--- src/rtl/dca_matrix_lsu_wbeat_gen_if.sv ---
// Matrix LSU W-beat generator bus: merged-row input side plus AXI W side.
// slave = beat generator, master = row producer / W consumer.
`timescale 1ns/1ps
interface dca_matrix_lsu_wbeat_gen_if #(
  parameter int BW_ROW_BUFFER = 256,
  parameter int BW_AXI_DATA   = 32
);
  localparam int NUM_SEG = BW_ROW_BUFFER / BW_AXI_DATA;
  localparam int BW_SEG  = $clog2(NUM_SEG);

  logic                       row_valid;
  logic                       row_ready;
  logic [BW_ROW_BUFFER-1:0]   row_data;
  logic [BW_ROW_BUFFER/8-1:0] row_wstrb;
  logic [BW_SEG-1:0]          row_start_seg;
  logic [BW_SEG-1:0]          row_num_seg_m1;
  logic                       row_burst_last;

  logic                       wvalid;
  logic                       wready;
  logic [BW_AXI_DATA-1:0]     wdata;
  logic [BW_AXI_DATA/8-1:0]   wstrb;
  logic                       wlast;

  modport master (
    output row_valid, row_data, row_wstrb,
    output row_start_seg, row_num_seg_m1,
    output row_burst_last,
    input  row_ready,
    input  wvalid, wdata, wstrb, wlast,
    output wready
  );

  modport slave (
    input  row_valid, row_data, row_wstrb,
    input  row_start_seg, row_num_seg_m1,
    input  row_burst_last,
    output row_ready,
    output wvalid, wdata, wstrb, wlast,
    input  wready
  );
endinterface

--- src/rtl/dca_matrix_lsu_wbeat_gen.sv ---
// Slices merged LSU rows into AXI W beats, tracks burst
// length and flags segment-range and burst-length errors.
`timescale 1ns/1ps
module dca_matrix_lsu_wbeat_gen #(
  parameter int BW_ROW_BUFFER = 256,
  parameter int BW_AXI_DATA   = 32
) (
  input  logic clk,
  input  logic rstnn,
  dca_matrix_lsu_wbeat_gen_if.slave bus,
  output logic busy,
  output logic err_seg_range,
  output logic err_burst_len
);
  localparam int NUM_SEG = BW_ROW_BUFFER / BW_AXI_DATA;
  localparam int BW_SEG  = $clog2(NUM_SEG);
  localparam int BW_RSTB = BW_ROW_BUFFER / 8;
  localparam int BW_WSTB = BW_AXI_DATA / 8;

  typedef enum logic {IDLE, SEND} state_t;

  state_t                   r_state;
  state_t                   w_state_n;
  logic [BW_ROW_BUFFER-1:0] r_data;
  logic [BW_RSTB-1:0]       r_strb;
  logic                     r_burst_last;
  logic [BW_SEG-1:0]        r_cur;
  logic [BW_SEG-1:0]        r_end;
  logic [8:0]               r_cnt;
  logic                     r_err_seg;
  logic                     r_err_len;

  logic              w_send;
  logic              w_at_end;
  logic              w_hs;
  logic              w_acc;
  logic              w_ovf;
  logic [BW_SEG:0]   w_sum;
  logic [BW_SEG-1:0] w_end;

  assign w_send   = (r_state == SEND);
  assign w_at_end = (r_cur == r_end);
  assign w_hs     = w_send & bus.wready;
  assign w_acc    = bus.row_valid & bus.row_ready;

  // NUM_SEG is a power of two, so the carry bit is the overflow
  assign w_sum = {1'b0, bus.row_start_seg}
               + {1'b0, bus.row_num_seg_m1};
  assign w_ovf = w_sum[BW_SEG];
  assign w_end = w_ovf ? '1 : w_sum[BW_SEG-1:0];

  assign bus.row_ready = ~w_send | (w_hs & w_at_end);

  always_comb begin
    w_state_n = r_state;
    unique case (r_state)
      IDLE: if (bus.row_valid) w_state_n = SEND;
      SEND: if (w_hs & w_at_end & ~bus.row_valid)
              w_state_n = IDLE;
    endcase
  end

  always_ff @(posedge clk) begin
    if (!rstnn) r_state <= IDLE;
    else        r_state <= w_state_n;
  end

  always_ff @(posedge clk) begin
    if (!rstnn) begin
      r_data       <= '0;
      r_strb       <= '0;
      r_burst_last <= 1'b0;
      r_cur        <= '0;
      r_end        <= '0;
      r_cnt        <= '0;
      r_err_seg    <= 1'b0;
      r_err_len    <= 1'b0;
    end else begin
      if (w_acc) begin
        r_data       <= bus.row_data;
        r_strb       <= bus.row_wstrb;
        r_burst_last <= bus.row_burst_last;
        r_cur        <= bus.row_start_seg;
        r_end        <= w_end;
      end else if (w_hs & ~w_at_end) begin
        r_cur <= r_cur + 1'b1;
      end
      if (w_acc & w_ovf) r_err_seg <= 1'b1;
      // counter parks at 256 once the length limit is blown
      if (w_hs) begin
        if (bus.wlast) begin
          r_cnt <= '0;
        end else if (r_cnt == 9'd255) begin
          r_cnt     <= 9'd256;
          r_err_len <= 1'b1;
        end else if (r_cnt != 9'd256) begin
          r_cnt <= r_cnt + 9'd1;
        end
      end
    end
  end

  assign bus.wvalid = w_send;
  assign bus.wdata  = w_send ?
    r_data[r_cur*BW_AXI_DATA +: BW_AXI_DATA] : '0;
  assign bus.wstrb  = w_send ?
    r_strb[r_cur*BW_WSTB +: BW_WSTB] : '0;
  assign bus.wlast  = w_send & w_at_end & r_burst_last;

  assign busy          = w_send | (r_cnt != 9'd0);
  assign err_seg_range = r_err_seg;
  assign err_burst_len = r_err_len;
endmodule

--- src/flat_wrapper.sv ---
// flat-port wrapper written by rule: the top's interface ports become plain ports
module dca_matrix_lsu_wbeat_gen_flat 
#(
  parameter int BW_ROW_BUFFER = 256,
  parameter int BW_AXI_DATA   = 32
)
  (clk, rstnn, busy, err_seg_range, err_burst_len, bus_row_valid, bus_row_data, bus_row_wstrb, bus_row_start_seg, bus_row_num_seg_m1, bus_row_burst_last, bus_row_ready, bus_wvalid, bus_wdata, bus_wstrb, bus_wlast, bus_wready);
  dca_matrix_lsu_wbeat_gen_if #(.BW_ROW_BUFFER(BW_ROW_BUFFER), .BW_AXI_DATA(BW_AXI_DATA)) bus_i ();
  input  logic clk;
  input  logic rstnn;
  output logic busy;
  output logic err_seg_range;
  output logic err_burst_len;
  input wire logic [$bits(bus_i.row_valid)-1:0] bus_row_valid;
  input wire logic [$bits(bus_i.row_data)-1:0] bus_row_data;
  input wire logic [$bits(bus_i.row_wstrb)-1:0] bus_row_wstrb;
  input wire logic [$bits(bus_i.row_start_seg)-1:0] bus_row_start_seg;
  input wire logic [$bits(bus_i.row_num_seg_m1)-1:0] bus_row_num_seg_m1;
  input wire logic [$bits(bus_i.row_burst_last)-1:0] bus_row_burst_last;
  output wire logic [$bits(bus_i.row_ready)-1:0] bus_row_ready;
  output wire logic [$bits(bus_i.wvalid)-1:0] bus_wvalid;
  output wire logic [$bits(bus_i.wdata)-1:0] bus_wdata;
  output wire logic [$bits(bus_i.wstrb)-1:0] bus_wstrb;
  output wire logic [$bits(bus_i.wlast)-1:0] bus_wlast;
  input wire logic [$bits(bus_i.wready)-1:0] bus_wready;
  assign bus_i.row_valid = bus_row_valid;
  assign bus_i.row_data = bus_row_data;
  assign bus_i.row_wstrb = bus_row_wstrb;
  assign bus_i.row_start_seg = bus_row_start_seg;
  assign bus_i.row_num_seg_m1 = bus_row_num_seg_m1;
  assign bus_i.row_burst_last = bus_row_burst_last;
  assign bus_row_ready = bus_i.row_ready;
  assign bus_wvalid = bus_i.wvalid;
  assign bus_wdata = bus_i.wdata;
  assign bus_wstrb = bus_i.wstrb;
  assign bus_wlast = bus_i.wlast;
  assign bus_i.wready = bus_wready;
  dca_matrix_lsu_wbeat_gen #(.BW_ROW_BUFFER(BW_ROW_BUFFER), .BW_AXI_DATA(BW_AXI_DATA)) u_core (.clk(clk), .rstnn(rstnn), .bus(bus_i), .busy(busy), .err_seg_range(err_seg_range), .err_burst_len(err_burst_len));
endmodule
--- config.mk ---
export PLATFORM = sky130hd
export DESIGN_NAME = dca_matrix_lsu_wbeat_gen_flat
export DESIGN_NICKNAME = d
export VERILOG_FILES = /design/src/rtl/dca_matrix_lsu_wbeat_gen_if.sv /design/src/rtl/dca_matrix_lsu_wbeat_gen.sv /design/src/flat_wrapper.sv
export SDC_FILE = /design/constraint.sdc
export NUM_CORES = 1
export LEC_CHECK = 0
export BUFFER_PORTS_ARGS = -buffer_cell sky130_fd_sc_hd__buf_4
export CAP_MARGIN = 40
export CELL_PAD_IN_SITES_DETAIL_PLACEMENT = 0
export CELL_PAD_IN_SITES_GLOBAL_PLACEMENT = 1
export CORE_UTILIZATION = 39
export DETAILED_ROUTE_END_ITERATION = 16
export PLACE_DENSITY = 0.78
export SLEW_MARGIN = 30
export SYNTH_ARGS = -nofsm -noshare
export SYNTH_HDL_FRONTEND = slang
export SYNTH_SLANG_ARGS = --single-unit
--- constraint.sdc ---
create_clock -name clk -period 2.3 [get_ports clk]
set_input_delay 0.23 -clock clk [delete_from_list [all_inputs] [get_ports clk]]
set_output_delay 0.23 -clock clk [all_outputs]
set_load 0.02 [all_outputs]
# Word level (Yosys, flattened, before mapping)
# Index checks and enable logic that the tools add are counted.
# totals
wordCells	47
reg_bits	307
out_inout_bits	42
# classes
n_eq_ne	3
n_shift	2
add_sub_neg	3
mux	11
n_reduce_logical	5
n_bitwise	14
# ops
op	n
$shiftx 256x9->32	1
$mux 32	1
$shiftx 32x6->4	1
$mux 9	3
$add 9x1->9 const B	1
$eq 9x8->1 const B	1
$mux 3	3
$ne 9x9->1 const B	1
$reduce_bool 9->1	1
$and 1x1->1	8
$add 3x3->4	1
$mux 4	1
$not 1->1	4
$add 3x1->3 const B	1
$eq 3x3->1	1
$reduce_and 3->1	1
$reduce_bool 3->1	1
$mux 1	2
$or 1x1->1	2
$pmux 1 s2	1
$reduce_and 2->1	1
$reduce_bool 2->1	1

# Logic depth before layout (Yosys ltp)
# Gate-level depths: netlist (run 1).
# depth
word_depth	5
depth_mapped	7

# Worst setup path after synthesis (run 1)
# Ideal clock, no wire load.
# synth_path
kind	flip-flop to output port
from	reg u_core.r_cur[1]
to	out bus_wdata[10]
stages_incl_launch_ff	6
arrival_ns	1.735
required_ns	2.070
slack_ns	0.335
n_path_buf	2
cell_sequence	dfxtp_1 -> buf_2 -> buf_1 -> mux4_2 -> nand2_1 -> a21boi_0
# synth_between
elab_chain_len	2
# synth_rtl
item	line	source
start, declared	dca_matrix_lsu_wbeat_gen.sv:27	logic [BW_SEG-1:0] r_cur;
start signal, assigned	dca_matrix_lsu_wbeat_gen.sv:83	r_cur <= bus.row_start_seg;
start signal, assigned	dca_matrix_lsu_wbeat_gen.sv:86	r_cur <= r_cur + 1'b1;
$shiftx 256x9->32	dca_matrix_lsu_wbeat_gen.sv:105	r_data[r_cur*BW_AXI_DATA +: BW_AXI_DATA] : '0;
$mux 32	dca_matrix_lsu_wbeat_gen.sv:104	assign bus.wdata = w_send ?
end, declared	flat_wrapper.sv:22	output wire logic [$bits(bus_i.wdata)-1:0] bus_wdata;
# Every way passes these cells.

# Final worst setup path (run 1)
# layout_path
from	reg u_core.r_cur[0]
to	out bus_wdata[8]
# Same word-level chain as after synthesis.

==> impl_metrics.ini, run 1 <==
[critical_path]
critical_path.startpoint = u_core.r_cur[0]
path_delay_family = buffers and inverters
path_class = flop to output pin
r2r.worst_path.cells = 6
r2r_slack_ps = 370
cp.required_ps = 2070
worstReg2RegStart = u_core.r_cur[2]
start_kind = flop
cp_slowest_cell = mux4_2
crit_chain = buf_12 > buf_12 > buf_16 > mux4_2 > nand2_1 > a21boi_1 > buf_4
cp-end-kind = output pin
critPathArrivalTime_ps = 2140
crit_buf_inv = 4
r2r_end = u_core.r_end[1]
cp_common_cell = buf_12
path_max_fanout = 7
cp_slowest_stage_delay_ps = 540

[placed_design]
place_area_um2 = 16350
place_ws_ps = 234.1
port_buffers = 340
gp_congestion = 0.8362
dp_hpwl_um = 30500
place_inst = 2282

[layout]
final_area_um2 = 20570
syn_to_final_growth_pct = 55.09
stdcell_count = 2607
finalNetCount = 2442
nFillCells = 2910
drive_above_1_share_pct = 27.21
multi_input_area_um2 = 6716
seqCellArea_um2 = 6156
most-common-layout-cells = nand2_1, buf_4, dfxtp_1
final_common_cell = nand2_1

[cts]
cts_max_level = 2
cts_tree = built
root_buffer = clkbuf_16
path_clk_slew_ps = 60
cts_sinks = 307
clock_latency_ps = 510
cts_buffers = 34
clk_path_buf_depth = 3

[run_status]
status = complete, but fails checks
violations = setup timing

[sta]
worst_slew_pin_slew_ps = 603.2
rsz0062_at_grt = yes
setup_viol = 23
slew_violations = 0
worst_slack_ps = -72.08
post-route-min-period_ps = 2372
fin_crit_sh_pct = 103.1
holdWs_ps = 8.770
fmax_mhz = 421.6
slew_headroom_pct = 59.79
finClkSkew_ps = 13.11
finalHoldViolCount = 0

[synthesis]
synth_warnings = 0
synth_edf_count = 0
synth.avg_cell_area_um2 = 8.342
async_flop_share_pct = 0
seq_area_frac_synth_pct = 46.34
synth_cell_types = 48
syn_inst = 1590
ys_ff_latch = 307
syn_nets = 1897
netlist_area_um2 = 13260
ys.flop_type = dfxtp_1

[die]
dieArea_um2 = 34750
dieHeight_um = 186.4
start_util_pct = 39.56
coreArea_um2 = 33530
fp-row-count = 67
die_w_um = 186.4
top_level_ports = 341

[power]
power.density_nw_per_um2 = 743.5
switching_share_pct = 26.89
vdd_ir_drop_max_v = 0.0004850
p_leak_uw = 0.008271
pwr-share-seq_pct = 39.3
intPower_uw = 11180
fin_total_pwr_uw = 15300
power_frac_clock_pct = 38.2
comb_power_share_pct = 22.5
p_sw_uw = 4113

[detailed_routing]
via_per_inst = 5.076
post_drt_wl_per_cell_um = 17.67
drt_iter0_drc = 670
ant_nets = 0
drt_wl_total_um = 46060
first_pass_iters = 5
drc = 0
vias = 13230

[global_routing]
grt_max_degree = 96
grt_pass1_vias = 13470
antenna_found_initial = 1
grt_remaining_overflow = 0
grt_pass1_wl_um = 71350
grt.total_usage_pct = 25.96

[worst_hold_path]
hold_path.class = primary input to flop
hold_depth = 3
worstHoldEndpoint = u_core.r_data[168]
hp-start = bus_row_data[168]

[flow_run]
maxCapViolCount = 0
power groups by stage:
stage	combinational (uW)	sequential [uW]	clock [uW]
global placement	2790	6110	0
global route	3710	6060	6180
finish	3440	6020	5840
floorplan	1730	6030	0
detailed placement	2820	6130	0
CTS	3430	6010	5940
worst max path at each step:
stage                          to  slack [ps]  cells after the start
floorplan           bus_wdata[10]         340                      5
global route         bus_wdata[8]        -130                      7
detailed placement   bus_wdata[9]         230                      5
CTS                  bus_wdata[8]        -100                      7
finish               bus_wdata[8]         -70                      7
global placement    bus_wdata[10]         220                      5
kinds of logic (layout without fill, tap and decap cells):
kind of cell,Yosys count,count (layout),synth area share [%]
AND/OR/NAND/NOR,699,699,20.36
AO/OA/AOI/OAI,359,359,14.95
flip-flops,307,307,46.34
buffers and inverters,138,705,4.669
multiplexers,74,74,12.38
adder cells (fa/ha/maj),8,8,0.8112
XOR/XNOR,5,5,0.5000
other,0,2,0
area by class of cell:
class	count	area share (%)
clock inverter	9	0.7238
multi-input combinational	1145	32.65
clock buffer	49	5.207
timing repair buffer	637	28.51
antenna	2	0.02433
tap	448	2.725
sequential	307	29.93
inverter	10	0.2372
flip-flops by register name, summed over array words and instances (netlist names):
register,count
u_core.bus.wvalid,1
u_core.r_cnt,9
u_core.r_strb,32
u_core.err_burst_len,1
u_core.r_end,3
u_core.r_data,256
u_core.r_cur,3
u_core.err_seg_range,1
u_core.r_burst_last,1
Yosys cell counts (all sizes together) (2+ instances only):
cell type,number,area (um^2)
o21ai,2,10.01
nand4,8,50.05
buf,77,390.4
mux4,72,1622
o311ai,2,17.52
a311oi,2,17.52
nor4,2,12.51
nor3,2,10.01
ha,7,87.58
xnor2,4,57.56
and2,4,25.02
and3,3,18.77
a21boi,37,277.8
a32oi,2,17.52
dfxtp,307,6146
o21a,3,22.52
a21oi,296,1481
nand3,5,25.02
mux2i,2,20.02
nor2b,2,12.51
a31oi,2,12.51
a41oi,3,41.29
nand2,659,2474
clkbuf,51,191.4
nor2,9,33.78
inv,10,37.53
what timing repair did:
item | in CTS | in global routing
gates cloned | 5 | 0
buffers inserted | 11 | 7
gates resized for setup | 94 | 20
endpoints found under the hold margin | 243 | 0
setup endpoints to repair | 36 | 38
hold buffers | 243 | 0
pin swaps | 40 | 13
worst reg2reg max path: stages (launching register included):
cell and delay, ps:
dfxtp_2 400, xnor2_2 420, a41o_4 360, buf_12 180, buf_12 190, nor2_1 60
a311oi_1 240
per-layer routing:
layer,vias to the layer above,routed length (um),global-route usage (%)
met2,397,23540,46.58
met4,0,1487,9.282
met3,86,2545,4.457
met1,6312,18480,31.00
li1,6437,-,-
met5,-,0,0
per-stage QoR:
step / utilization, % / TNS, ps
floorplan: - / 0
global placement: 48.76 / 0
detailed placement: 48.76 / 0
CTS: 61.05 / -1567
global route: 61.34 / -2714
finish: 61.35 / -766.6
No activity file was read; power rests on OpenSTA's default activity.
==> inputs of run 2 (changes only) <==
--- a/config.mk
+++ b/config.mk
@@ -9,10 +9,10 @@
 export CAP_MARGIN = 40
 export CELL_PAD_IN_SITES_DETAIL_PLACEMENT = 0
 export CELL_PAD_IN_SITES_GLOBAL_PLACEMENT = 1
-export CORE_UTILIZATION = 39
+export CORE_UTILIZATION = 29
 export DETAILED_ROUTE_END_ITERATION = 16
-export PLACE_DENSITY = 0.78
-export SLEW_MARGIN = 30
+export PLACE_DENSITY = 0.61
+export SLEW_MARGIN = 15
 export SYNTH_ARGS = -nofsm -noshare
 export SYNTH_HDL_FRONTEND = slang
 export SYNTH_SLANG_ARGS = --single-unit
==> constraint.sdc (replaced) <==
create_clock -name clk -period 2.3 [get_ports clk]
set_input_delay 0.345 -clock clk [delete_from_list [all_inputs] [get_ports clk]]
set_output_delay 0.345 -clock clk [all_outputs]
set_load 0.02 [all_outputs]
==> run 2 against run 1 <==
Net effect: the flow still finishes with violations (setup timing); global-route usage is 5.7 points lower; routed wire length increased by 3.7%; sequential power hardly changed; first-iteration DRC count is 3.0% higher; critical endpoint is now bus_wdata[1]; die area is 34% higher; via count fell by 7.3%; core utilization down 20 points.
==> impl_metrics.ini, run 2 (synthesized netlist as in run 1, its figures left out) <==
[run_status]
violations = setup timing
status = complete, but fails checks

[die]
start_util_pct = 29.67
top_level_ports = 341
die_w_um = 215.9
coreArea_um2 = 44700
fp-row-count = 77
dieHeight_um = 215.9
dieArea_um2 = 46600

[sta]
fin_crit_sh_pct = 108.0
finalHoldViolCount = 0
slew_violations = 0
setup_viol = 37
post-route-min-period_ps = 2484
worst_slew_pin_slew_ps = 550.6
slew_headroom_pct = 63.12
finClkSkew_ps = 12.09
worst_slack_ps = -184.2
fmax_mhz = 402.5
rsz0062_at_grt = yes

[power]
switching_share_pct = 28.16
power.density_nw_per_um2 = 799.4
comb_power_share_pct = 21.6
fin_total_pwr_uw = 14780
intPower_uw = 10620
power_frac_clock_pct = 37.5
p_leak_uw = 0.007375
vdd_ir_drop_max_v = 0.0004480
pwr-share-seq_pct = 40.9
p_sw_uw = 4163

[layout]
finalNetCount = 2237
syn_to_final_growth_pct = 39.44
largestRegisters = u_core.r_data: 256 flops, u_core.r_strb: 32 flops, u_core.r_cnt: 9 flops
most-common-layout-cells = nand2_1, buf_4, dfxtp_1
largest-register = u_core.r_data
stdcell_count = 2553
post-route-util_pct = 41.37
final_common_cell = nand2_1
drive_above_1_share_pct = 31.00
largest_reg_flops = 256
nFillCells = 4623

[global_routing]
grt_max_degree = 83
grt_pass1_vias = 12520
antenna_found_initial = 8
grt.total_usage_pct = 20.27
grt_pass1_wl_um = 72270
grt_remaining_overflow = 0

[cts]
cts_buffers = 36
cts_tree = built
root_buffer = clkbuf_16
clock_latency_ps = 540
cts_max_level = 2
cts_sinks = 307
clk_path_buf_depth = 3
path_clk_slew_ps = 60

[detailed_routing]
drt_wl_total_um = 47760
drt_iter0_drc = 690
post_drt_wl_per_cell_um = 18.71
first_pass_iters = 5
drc = 0
ant_nets = 0
via_per_inst = 4.803
vias = 12260

[critical_path]
cp-end-kind = output pin
critPathArrivalTime_ps = 2140
cp.required_ps = 1960
start_kind = flop
path_max_fanout = 10
path_class = flop to output pin

[placed_design]
gp_congestion = 0.8930
place_inst = 2451
place_ws_ps = 177.7
port_buffers = 340
dp_hpwl_um = 35300

[worst_hold_path]
hold_path.class = primary input to flop

[flow_run]
maxCapViolCount = 0
==> run 2: changes by cell type in the layout (fill, tap and decap cells not counted), sizes merged <==
cell | previous run | this run
inv | 9 | 12
buf | 394 | 429
bufinv | 4 | 0
diode | 2 | 3
clkbuf | 49 | 59
dlygate4sd3 | 243 | 0
==> run 2: metal layers <==
metal  track usage, %  part of all wire, %  up-vias
li1                 -                    -     6042
met1            23.39                   39     5806
met2            35.17                   50      332
met3            6.568                  8.1       72
met4            6.667                  2.6       10
met5                0                 0.14        -
==> run 2: worst paths after layout <==
check / start / to / slack (ps) / cells after the start
setup / recovery: u_core.r_cur[0] / bus_wdata[1] / -180 / 6
setup reg to reg: u_core.r_cur[0] / u_core.r_strb[3] / 30 / 11
hold / removal: bus_row_valid / u_core.bus.wvalid / 40 / 2
hold reg to reg: u_core.r_data[118] / u_core.r_data[118] / 450 / 2
==> run 2: layout make-up <==
type | instances | area (um^2) | area share [%]
Clock inverter | 8 | 50.05 | 0.2706
Antenna cell | 3 | 7.507 | 0.04059
Tap cell | 592 | 740.7 | 4.005
Clock buffer | 58 | 1095 | 5.919
Inverter | 10 | 45.04 | 0.2435
Multi-Input combinational cell | 1145 | 6674 | 36.08
Sequential cell | 307 | 6155 | 33.28
Timing Repair Buffer | 430 | 3729 | 20.16
==> run 2: per-stage QoR <==
stage,setup TNS [ps],hold slack [ps],area [um^2]
after floorplan,0,433.1,13260
after global placement,0,438.7,16790
after detailed placement,0,446.5,16790
after CTS,-7703,7.013,18290
after global routing,-12310,24.45,18490
final,-4970,38.47,18500
==> run 2: critical path: stages (launching register included) <==
cell and delay [ps]:
dfxtp_4 390, buf_12 160, buf_4 140, mux4_2 540
nand2_1 90, a21boi_0 90, buf_4 180
==> run 2: power groups by stage <==
| stage | combinational [uW] | sequential (uW) | clock, uW |
|---|---|---|---|
| 6_report | 3190 | 6050 | 5540 |
| 3_3_place_gp | 2930 | 6170 | 0 |
| 2_1_floorplan | 1730 | 6030 | 0 |
| 4_1_cts | 3180 | 6050 | 5720 |
| 5_1_grt | 3500 | 6090 | 5970 |
| 3_5_place_dp | 2960 | 6180 | 0 |
==> run 2: repair_timing <==
action / CTS / global route
hold buffers: 0 / 0
setup endpoints to repair: 38 / 38
pin swaps: 5 / 25
buffers inserted: 26 / 5
gates cloned: 1 / 1
gates resized for setup: 41 / 46
==> inputs of run 3 (changes only) <==
--- a/config.mk
+++ b/config.mk
@@ -9,9 +9,10 @@
 export CAP_MARGIN = 40
 export CELL_PAD_IN_SITES_DETAIL_PLACEMENT = 0
 export CELL_PAD_IN_SITES_GLOBAL_PLACEMENT = 1
-export CORE_UTILIZATION = 29
+export CORE_UTILIZATION = 39
 export DETAILED_ROUTE_END_ITERATION = 16
-export PLACE_DENSITY = 0.61
+export GPL_TIMING_DRIVEN = 0
+export PLACE_DENSITY = 0.78
 export SLEW_MARGIN = 15
 export SYNTH_ARGS = -nofsm -noshare
 export SYNTH_HDL_FRONTEND = slang
==> run 3 against run 2 <==
Net effect: first-iteration DRC count fell by 12%; non-clock buffer count rose by 51; cell count fell by 4.0%; the run still ends with setup timing left; worst hold slack improved by 30 ps; via count rose by 3.4%; setup slack barely moved; core utilization rose by 13 points; critical path depth did not move; routed wire length rose by 2.2%.
==> impl_metrics.ini, run 3 (synthesized netlist as in run 1, its figures left out) <==
[die]
die_w_um = 186.4
start_util_pct = 39.56
fp-row-count = 67
top_level_ports = 341
dieHeight_um = 186.4
dieArea_um2 = 34750
coreArea_um2 = 33530

[detailed_routing]
drt_iter0_drc = 605
via_per_inst = 5.175
post_drt_wl_per_cell_um = 19.91
vias = 12690
ant_nets = 0
drt_wl_total_um = 48800
first_pass_iters = 5
drc = 0

[critical_path]
cp.required_ps = 1960
path_class = flop to output pin
cp_slowest_stage_delay_ps = 560
crit_chain = buf_12 > buf_12 > mux4_2 > nand2_4 > a21boi_4 > buf_6
start_kind = flop
cp_common_cell = buf_12
cp-end-kind = output pin
path_max_fanout = 6
critPathArrivalTime_ps = 2140
cp_slowest_cell = mux4_2

[sta]
fin_crit_sh_pct = 108.0
finClkSkew_ps = 9.135
fmax_mhz = 402.6
slew_headroom_pct = 47.12
slew_violations = 0
worst_slew_pin_slew_ps = 793.2
rsz0062_at_grt = yes
post-route-min-period_ps = 2484
finalHoldViolCount = 0
worst_slack_ps = -183.8
setup_viol = 36

[layout]
largest_reg_flops = 256
finalNetCount = 2287
drive_above_1_share_pct = 31.90
final_common_cell = nand2_1
num_antenna_cells = 0
nFillCells = 3205
most-common-layout-cells = nand2_1, buf_4, dfxtp_1
syn_to_final_growth_pct = 38.02
multi_input_area_um2 = 6751
largestRegisters = u_core.r_data: 256 flops, u_core.r_strb: 32 flops, u_core.r_cnt: 9 flops
seqCellArea_um2 = 6151
largest-register = u_core.r_data
stdcell_count = 2451
post-route-util_pct = 54.59
final_area_um2 = 18310

[power]
p_leak_uw = 0.007380
vdd_ir_drop_max_v = 0.0004336
power.density_nw_per_um2 = 813.6
fin_total_pwr_uw = 14890

[placed_design]
gp_congestion = 0.8592
dp_hpwl_um = 36740
place_inst = 2377
place_area_um2 = 16370
port_buffers = 339

[global_routing]
grt.total_usage_pct = 27.50
antenna_found_initial = 1
grt_remaining_overflow = 0
grt_pass1_wl_um = 72960
grt_pass1_vias = 12670
grt_max_degree = 16

[cts]
path_clk_slew_ps = 60
clk_path_buf_depth = 3
cts_tree = built
cts_max_level = 2
root_buffer = clkbuf_16
cts_sinks = 307
clock_latency_ps = 510
cts_buffers = 35

[worst_hold_path]
hold_path.class = primary input to flop

[run_status]
status = complete, but fails checks
violations = setup timing

[flow_run]
maxCapViolCount = 0
-- run 3: cell count changes in the layout (fill, tap and decap cells not counted), moves of 11 or more --
cell	before	now
clkbuf_1	12	46
nand2_1	643	619
a21boi_0	11	0
a21oi_2	11	0
buf_6	12	23
buf_12	29	13
buf_4	383	331
buf_2	0	58
a21oi_1	285	296
nand2_2	16	38
-- run 3: what timing repair did --
item,4_1_cts,5_1_grt
hold buffers,0,0
resized for setup,122,83
setup buffers,7,2
cloned,5,4
pin swaps,38,33
setup endpoints to repair,37,93
-- run 3: worst max-delay path, delay by kind of cell, from the launching register on --
family          cells  cell delay (ps)
mux                 1              560
buf+inv             3              440
flops               1              430
simple gates        1              110
compound gates      1               80
-- run 3: final timing paths --
check                      from                  to  slack, ps  cells past startpoint
max reg2reg     u_core.r_cur[0]   u_core.r_data[53]        160                      8
max             u_core.r_cur[0]        bus_wdata[9]       -180                      6
min               bus_row_valid   u_core.bus.wvalid         70                      2
min reg2reg  u_core.r_data[207]  u_core.r_data[207]        450                      2
-- run 3: area by class of cell --
type | instances | share of cell area (%)
multi-input cells | 1145 | 36.88
inverters | 10 | 0.2050
clock buffers | 50 | 5.871
clock inverters | 10 | 0.4921
flip-flops and latches | 307 | 33.60
repair buffers | 353 | 15.74
well taps | 448 | 3.062
plain buffers | 128 | 4.149
-- run 3: power by group --
group	internal (uW)	switching [uW]	total [uW]
clock network	3360	2250	5610
logic	1480	1790	3270
registers	5760	244	6010
total	10600	4290	14900
-- run 3: metrics by stage --
stage	worst slack, ps	hold slack (ps)	TNS (ps)
6_report	-183.8	68.32	-4789
5_1_grt	-227.3	66.36	-6708
4_1_cts	-264.0	52.54	-7536
3_5_place_dp	-606.2	445.0	-10830
3_3_place_gp	-624.6	438.6	-11340
2_1_floorplan	220.3	433.1	0
-- run 3: routing by layer --
layer	global-route usage, %	share of wire, %	up-vias	wire length (um)
met1	36.51	44	6051	21250
met4	7.279	2.4	2	1160
met2	45.98	48	427	23330
met3	4.946	6.2	71	3049
met5	0	0.027	-	13
li1	-	-	6134	-
